## src/rtl/trivium_ks_xor.sv

```systemverilog
// trivium_ks_xor
//   Takes one Trivium keystream block and XORs it byte by byte onto a
//   plaintext byte stream. The result leaves on a valid/ready byte stream
//   with a last flag. Decryption uses exactly the same datapath.
//
//   Ports
//     clk, reset            rising-edge clock; asynchronous active-low reset
//     ks_in/ks_len          keystream block (bit 0 first) and its valid bit count
//     ks_valid/ks_ready     keystream handshake; a block is taken only in IDLE
//     pt_data/pt_last       plaintext byte and end-of-message flag
//     pt_valid/pt_ready     plaintext handshake
//     ct_data/ct_last       ciphertext byte and end-of-message flag
//     ct_valid/ct_ready     ciphertext handshake
//     busy                  high whenever a block is being consumed or drained
//     err_short             sticky: the keystream ran out before pt_last
module trivium_ks_xor #(
    parameter int KS_W  = 512,
    parameter int LEN_W = 12
) (
    input  logic             clk,
    input  logic             reset,
    input  logic [KS_W-1:0]  ks_in,
    input  logic [LEN_W-1:0] ks_len,
    input  logic             ks_valid,
    output logic             ks_ready,
    input  logic [7:0]       pt_data,
    input  logic             pt_valid,
    input  logic             pt_last,
    output logic             pt_ready,
    output logic [7:0]       ct_data,
    output logic             ct_valid,
    output logic             ct_last,
    input  logic             ct_ready,
    output logic             busy,
    output logic             err_short
);

    localparam int NB    = KS_W / 8;
    localparam int IDX_W = (NB > 1) ? $clog2(NB) : 1;
    localparam int CNT_W = $clog2(NB + 1);
    localparam logic [LEN_W:0] KS_W_CAP = (LEN_W + 1)'(KS_W);

    typedef enum logic [1:0] {
        IDLE  = 2'd0,
        RUN   = 2'd1,
        DRAIN = 2'd2
    } state_t;

    state_t            state_reg;
    logic [KS_W-1:0]   ks_buf_reg;
    logic [CNT_W-1:0]  idx_reg;
    logic [CNT_W-1:0]  nbytes_reg;
    logic              ks_ready_reg;
    logic [7:0]        ct_data_reg;
    logic              ct_valid_reg;
    logic              ct_last_reg;
    logic              err_short_reg;

    // Byte view of the latched keystream block.
    logic [7:0] ks_bytes [NB];

    genvar gi;
    generate
        for (gi = 0; gi < NB; gi++) begin : g_ks_bytes
            assign ks_bytes[gi] = ks_buf_reg[8*gi +: 8];
        end
    endgenerate

    // Usable whole bytes: the length is clamped to the block width first,
    // and any trailing partial byte is dropped.
    logic [LEN_W:0]   ks_len_ext;
    logic [LEN_W:0]   ks_cap;
    logic [CNT_W-1:0] nbytes_calc;

    assign ks_len_ext  = {1'b0, ks_len};
    assign ks_cap      = (ks_len_ext > KS_W_CAP) ? KS_W_CAP : ks_len_ext;
    assign nbytes_calc = CNT_W'(ks_cap >> 3);

    logic ks_fire;
    logic pt_fire;
    logic ct_fire;
    logic last_byte;

    // The single output register can take a new byte whenever it is empty
    // or is being drained in this same cycle.
    assign pt_ready  = (state_reg == RUN) && (!ct_valid_reg || ct_ready);
    assign ks_fire   = ks_valid && ks_ready_reg;
    assign pt_fire   = pt_valid && pt_ready;
    assign ct_fire   = ct_valid_reg && ct_ready;
    assign last_byte = (idx_reg == nbytes_reg - CNT_W'(1));

    assign ks_ready  = ks_ready_reg;
    assign ct_data   = ct_data_reg;
    assign ct_valid  = ct_valid_reg;
    assign ct_last   = ct_last_reg;
    assign err_short = err_short_reg;
    assign busy      = (state_reg != IDLE);

    always_ff @(posedge clk or negedge reset) begin
        if (!reset) begin
            state_reg     <= IDLE;
            ks_buf_reg    <= '0;
            idx_reg       <= '0;
            nbytes_reg    <= '0;
            ks_ready_reg  <= 1'b0;
            ct_data_reg   <= 8'h00;
            ct_valid_reg  <= 1'b0;
            ct_last_reg   <= 1'b0;
            err_short_reg <= 1'b0;
        end else begin
            case (state_reg)
                IDLE: begin
                    ks_ready_reg <= 1'b1;
                    if (ks_fire) begin
                        ks_buf_reg    <= ks_in;
                        nbytes_reg    <= nbytes_calc;
                        idx_reg       <= '0;
                        err_short_reg <= 1'b0;
                        // A block with no whole byte is accepted and dropped.
                        if (nbytes_calc != '0) begin
                            state_reg    <= RUN;
                            ks_ready_reg <= 1'b0;
                        end
                    end
                end

                RUN: begin
                    if (pt_fire) begin
                        ct_data_reg  <= pt_data ^ ks_bytes[idx_reg[IDX_W-1:0]];
                        ct_valid_reg <= 1'b1;
                        ct_last_reg  <= pt_last || last_byte;
                        idx_reg      <= idx_reg + CNT_W'(1);
                        if (pt_last || last_byte) begin
                            state_reg <= DRAIN;
                        end
                        if (last_byte && !pt_last) begin
                            err_short_reg <= 1'b1;
                        end
                    end else if (ct_fire) begin
                        ct_valid_reg <= 1'b0;
                    end
                end

                DRAIN: begin
                    // The held byte is the message's last one.
                    if (ct_fire) begin
                        ct_valid_reg <= 1'b0;
                        state_reg    <= IDLE;
                        ks_ready_reg <= 1'b1;
                    end
                end

                default: begin
                    state_reg <= IDLE;
                end
            endcase
        end
    end

endmodule
```

## config.mk

```make
export PLATFORM = sky130hd
export DESIGN_NAME = trivium_ks_xor
export DESIGN_NICKNAME = d
export VERILOG_FILES = /design/src/rtl/trivium_ks_xor.sv
export SDC_FILE = /design/constraint.sdc
export NUM_CORES = 1
export LEC_CHECK = 0
export ABC_AREA = 1
export CORE_MARGIN = 2
export CORE_UTILIZATION = 43
export DETAILED_ROUTE_END_ITERATION = 7
export PLACE_DENSITY = 0.72
export SYNTH_ARGS = -nofsm -noshare
export SYNTH_HDL_FRONTEND = slang
export SYNTH_SLANG_ARGS = --single-unit
```

## constraint.sdc

```tcl
create_clock -name clk -period 1.6 [get_ports clk]
set_input_delay 0.4 -clock clk [delete_from_list [all_inputs] [get_ports clk]]
set_output_delay 0.4 -clock clk [all_outputs]
set_load 0.02 [all_outputs]
```

After elaboration in Yosys (flattened, before gate mapping)
Cells that the tools add are included.

storage, ports and cells
  flip-flop bits (word level) = 540
  bits of input ports = 538
  output and inout bits = 14
  bits in writable memories = 0
  memories = 0
  bits in latches = 0
  memory bits (read-only) = 0

operators by class
  muxes and demuxes = 24
  magnitude comparators = 2
  $add $sub $neg = 2
  multipliers = 0
  shift-type cells = 0
  bitwise logic cells = 2
  divide/modulo/power cells = 0
  reduce and logical (&&, ||, !) cells = 21
  equality and inequality tests = 9

operators by type and width
  kind                    count
  $bmux W8 S6             1
  $mux W8                 2
  $mux W7                 2
  $pmux W7 S2             1
  $gt A12 B10 Y1 const B  1
  $mux W10                1
  $mux W2                 5
  $mux W1                 8
  $ne A2 B2 Y1 const B    4
  $reduce_bool A2 Y1      4
  $xor A8 B8 Y8           1
  $add A7 B1 Y7 const B   1
  $eq A7 B7 Y1            1
  $ge A7 B7 Y1 const B    1
  $not A6 Y7              1
  $reduce_bool A7 Y1      1
  $sub A7 B1 Y7 const B   1
  $pmux W1 S2             3
  $pmux W2 S3             1
  $reduce_and A2 Y1       3
  $logic_and A1 B1 Y1     5
  $reduce_and A5 Y1       1
  $ne A2 B1 Y1 const B    2
  $reduce_and A4 Y1       1
  6 further kinds         8

Depth between registers and ports, before layout
  depth after elaboration = 6
  mapped depth = 16

Worst setup path before layout
Ideal clock, no wire load.

  path type = flip-flop to flip-flop
  from = reg state_reg[1]
  to = reg idx_reg[6]
  cell stages (with the launch flop) = 13
  data arrival time = 1705 ps
  period minus slack after synthesis = 1828 ps
  slack = -228 ps
  cell sequence = dfrtp_1 -> inv_1 -> ha_1 -> buf_4 -> inv_2 -> nor2_4 -> nand2_2 -> a21oi_4 -> nand3_2 -> nor2_1 -> nand2_1 -> xor2_1 -> nor2_1

on the way
  cells in the longest elaborated chain, start to end = 5
  elaborated cells between the ends (all ways) = 9
  those cells by class = eq/ne: 3; mux: 1; reduce/logical: 5

RTL lines
  item                         line  source
  start: declaration           49    state_t state_reg;
  start signal: assignment     101   state_reg <= IDLE;
  start signal: assignment     121   state_reg <= RUN;
  start signal: assignment     134   state_reg <= DRAIN;
  $eq A2 B1 Y1                 86    assign pt_ready = (state_reg == RUN) && (!ct_valid_reg || ct_ready);
  $logic_and A1 B1 Y1          86
  named net pt_ready           29    output logic pt_ready,
  $logic_and A1 B1 Y1          88    assign pt_fire = pt_valid && pt_ready;
  $ne A2 B2 Y1 (no line)       --
  $reduce_and A3 Y1 (no line)  --
  end signal: assignment       132   idx_reg <= idx_reg + CNT_W'(1);
  end: declaration             51    logic [CNT_W-1:0] idx_reg;

The timed path passes the listed nets, and every way through them passes these cells.
A chain may end at the register's enable or synchronous reset.

Worst setup path after layout
  from = reg idx_reg[0]
  to = reg ct_data_reg[6] (netlist: ct_data[6])

on the way
  cells in the longest elaborated chain, start to end = 5

RTL lines
  item                                        line  source
  $not A6 Y7 (implied by the code)            129   ct_data_reg <= pt_data ^ ks_bytes[idx_reg[IDX_W-1:0]];
  $bmux W8 S6                                 129
  $mux W8 (implied by the code) (2 in a row)  129
  $xor A8 B8 Y8                               129
  end signal: assignment                      129
  end: declaration                            54    logic [7:0] ct_data_reg;

No other way between the ends. The select of a mux whose other input is x is not followed.

==> results summary <==
The worst IR drop on VDD came out at 934 uV. The nature of the critical path endpoint is a flip-flop. The wire length of the first global-routing pass came out at 161000 um. The final max-slew violation count came out at 0.

The clock buffer count from CTS is 57. The net count of the mapped netlist is 4103. The half-perimeter wire length after placement is 70100 um. The cell depth of the worst flop-to-flop path is 14.

For this run the aggregate overflow at the end of global routing stands at 0. The number of violations reported at the end of detailed-routing iteration 0 is 3677. The kind of launch point of the worst setup path is a flip-flop. Setup repair after global routing could not meet its margin everywhere.

The unique cell type count in the Yosys netlist came out at 34. The critical path data arrival time came out at 2.63 ns. Data on the critical path is required at its endpoint by 2.12 ns. The post-placement cell count came out at 4863. The startpoint identified for the worst register-to-register timing path is idx_reg[0].

The TritonCTS clock tree is built. The floorplan has 90 rows. The average vias per placed instance came out at 5.64.

Across the run, the number of max-cap violations was 0. The slowest stage of the critical path is the sky130_fd_sc_hd__dfrtp_4 cell. The switching part of the total power is 40.8%. Dividing total power by cell area gives a power density of 1850 mW/mm^2. The routed via count came out at 29.1k. The design internal power is 47.6 mW.

The post-route netlist has 27.7% of its cells at a drive strength greater than 1. The area of the die came out at 0.0632 mm^2. Routability-driven placement finished with a final weighted congestion of 0.891. In the synthesized netlist the dominant register cell turns out to be sky130_fd_sc_hd__dfrtp_1. The clock tree root buffer cell is sky130_fd_sc_hd__clkbuf_16. The maximum number of buffers from clock root to sink is 3. The maximum number of pins on one net before global-route repair is 76. The wire length reported by the detailed router came out at 119000 um. For this design the static power due to leakage is 21.5 nW. In the final design database the tool counted 4874 nets. The checks that failed: setup timing. After detailed routing, the number of remaining DRC violations is 0. The number of buffers and inverters on the critical path came out at 4. Across the whole layout, storage elements account for 0.0135 mm^2. The insertion delay to the later sink of the worst-skew pair came out at 0.63 ns. The clock skew after layout came out at 0.0261 ns. After layout, the worst path uses 132% of the clock period. The post-synthesis area per instance came out at 7.39 um^2.

The largest single stage delay on the critical path is 0.52 ns. The register with the most flip-flops in the layout has 512 of them. The depth of the CTS H-tree came out at 2.

The summed negative setup slack over all endpoints came out at -172.67 ns. Derived from the worst setup path, the maximum achievable clock frequency is 472 MHz. The y dimension of the die is 251 um. The number of antenna violations at the first check in global routing is 6.

The average routed wire per standard cell came out at 23.1 um. The library cell used most frequently in the layout, excluding fill and tap cells, is sky130_fd_sc_hd__nand2_1. The total track usage came out at 33.3%. Counting I/O delays and the setup requirement, the final critical path takes 2.12 ns.

Combinational logic is responsible for 52.8% of the overall power. The worst setup path is of the reg2reg kind. The register-to-register setup slack is -0.52 ns. In this design, the critical path's most frequently occurring cell is sky130_fd_sc_hd__nand2_1. The net load switching power is 32.8 mW. The number of hold violations in the final report came out at 0. The post-synthesis instance area came out at 0.0263 mm^2. Before antenna repair, the detailed router went through 8 iterations. The endpoint identified for the worst register-to-register timing path is ct_data[6]. The number of top-level pins came out at 552. The remaining antenna violation count came out at 0. The portion of total power attributed to sequential cells came out at 29.8%. The core box area came out at 0.0605 mm^2. The synthesized design spends more area on one cell type than any other, namely sky130_fd_sc_hd__dfrtp_1. Fill cells in the final layout number 3988. Measured along the x axis, the die boundary spans 251 um. The clock network power share is 17.4%. The number of synthesized flops with an enable pin is 0. Sequential elements use 51.4% of the synthesized area.

The top cell type by area accounts for 51.4% of the synthesized area. The max-slew headroom at the worst pin is 65.9%. The post-layout worst setup margin came out at -0.518 ns. The slew at the pin closest to its max-slew limit came out at 0.511 ns. Setup violations remaining at the end of the flow were counted as 546. Clock-pin slew was measured on the worst setup and hold paths at 0.07 ns. The number of clock sinks seen by CTS is 540. The register bit count reported by yosys came out at 540. The critical path goes through buf_12 -> inv_16 -> buf_16 -> nand2_1 -> nand3_1 -> nand3_2 -> nand3_2 -> nand2_1 -> nand2_1 -> nand2_1 -> inv_2 -> nand3_1 -> nand3_1 -> nand2_1.

Grouping stages by cell kind, the critical path spends the most delay in simple AND/OR/NAND/NOR gates. The maximum fanout encountered on the critical timing path came out at 25. The area growth from synthesis to layout is 65.5%. Once the floorplan was initialized, standard cells occupied 43.5% of the core. The via count of the first global-routing pass came out at 27.3k. By area the synthesized netlist is led by sky130_fd_sc_hd__dfrtp_1 (51%), sky130_fd_sc_hd__nand2_1 (25%), sky130_fd_sc_hd__nand3_1 (8.7%), sky130_fd_sc_hd__o21ai_0 (5.0%), sky130_fd_sc_hd__inv_1 (3.9%). The number of input and output port buffers inserted came out at 551. In the synthesized netlist, the number of instances is 3560. The flow ran to the end, but the final reports show violations.

The multi-input logic area came out at 0.0137 mm^2. The fraction of registers with async set/reset came out at 100%. Total power for the finished layout comes to 80.4 mW. The post-layout instance count excluding filler cells came out at 5163. During synthesis, Yosys emitted a total of 0 warnings. The class of the tightest hold or removal check is in2async.

Leaving out fill and tap cells, the most frequent cells in the layout are sky130_fd_sc_hd__nand2_1 (1281), sky130_fd_sc_hd__clkdlybuf4s50_1 (536), sky130_fd_sc_hd__dfrtp_1 (532).
what timing repair did:
action	in CTS	in global routing
setup endpoints to repair	538	552
hold endpoints to repair	146	0
gates resized for setup	610	825
gates cloned	62	47
setup buffers	52	45
pin swaps	41	51
hold buffers	1	0
worst max path at each step:
| stage | from | depth (start not counted) | to | slack [ns] |
|---|---|---|---|---|
| 6_report | idx_reg[0] | 14 | ct_data[6] | -0.52 |
| 2_1_floorplan | state_reg[1] | 12 | idx_reg[6] | -0.21 |
| 4_1_cts | idx_reg[0] | 15 | ct_data[3] | -0.40 |
| 5_1_grt | idx_reg[0] | 15 | ct_data[6] | -0.60 |
| 3_3_place_gp | idx_reg[0] | 13 | ct_data[1] | -0.58 |
| 3_5_place_dp | idx_reg[0] | 13 | ct_data[1] | -0.62 |
final cells by class:
type / count / area share, %
diodes: 5 / 0.0287
clock buffers: 86 / 3.90
clock inverters: 18 / 0.540
inverters: 289 / 2.62
multi-input cells: 2507 / 31.5
flip-flops and latches: 540 / 31.1
well taps: 782 / 2.25
repair buffers: 933 / 28.0
repair inverters: 3 / 0.129
routing by layer:
layer  global-route usage, %  wire [um]  up-vias  share of wire [%]
met5                       0         44        -              0.037
met4                    13.4       7050        6                5.9
met3                    5.82      11900      482                 10
met2                    55.4      56600     1968                 47
met1                    43.3      43600    14000                 37
li1                        -          -    12700                  -
cell usage after synthesis (2+ instances only):
cell,count
sky130_fd_sc_hd__nand2_1,1719
sky130_fd_sc_hd__dfrtp_1,540
sky130_fd_sc_hd__nand3_1,455
sky130_fd_sc_hd__inv_1,272
sky130_fd_sc_hd__o21ai_0,261
sky130_fd_sc_hd__buf_2,121
sky130_fd_sc_hd__clkbuf_1,68
sky130_fd_sc_hd__nor2_1,20
sky130_fd_sc_hd__buf_6,18
sky130_fd_sc_hd__buf_4,14
sky130_fd_sc_hd__inv_2,12
sky130_fd_sc_hd__a21oi_1,9
sky130_fd_sc_hd__o211ai_1,8
sky130_fd_sc_hd__xor2_1,7
sky130_fd_sc_hd__ha_1,5
sky130_fd_sc_hd__clkinv_1,4
sky130_fd_sc_hd__nor3_1,3
sky130_fd_sc_hd__o21ai_1,3
sky130_fd_sc_hd__buf_1,2
sky130_fd_sc_hd__nand3_2,2
sky130_fd_sc_hd__nand4_1,2
sky130_fd_sc_hd__o22ai_1,2
sky130_fd_sc_hd__xnor2_1,2
logic make-up (layout without fill, tap and decap cells):
kind of cell	after synthesis	in the layout	share of synthesized area [%]
buf+inv	513	1329	8.66
flops	540	540	51.4
fa+ha+maj	5	5	0.238
simple gates	2206	2206	33.8
other cells	0	5	0
xor+xnor	9	9	0.300
compound gates	287	287	5.62
power by group through the flow:
stage	clock [mW]	sequential, mW	combinational [mW]
after floorplan	0	22.4	16.2
after global placement	0	22.9	25.0
after detailed placement	0	23.0	25.5
after CTS	13.9	22.9	33.7
after global routing	14.6	24.5	45.2
final	14.0	23.9	42.5
stage by stage:
step                      hold WS, ns  setup slack [ns]  utilization, %  instance area (um^2)
after floorplan                 0.104            -0.209               -                 26400
after global placement          0.292            -0.582            56.2                 34000
after detailed placement        0.295            -0.619            56.2                 34000
after CTS                       0.243            -0.401            65.7                 39700
after global routing            0.255            -0.605            72.0                 43500
final                           0.251            -0.518            72.0                 43500
Power figures use the tool's default switching activity.
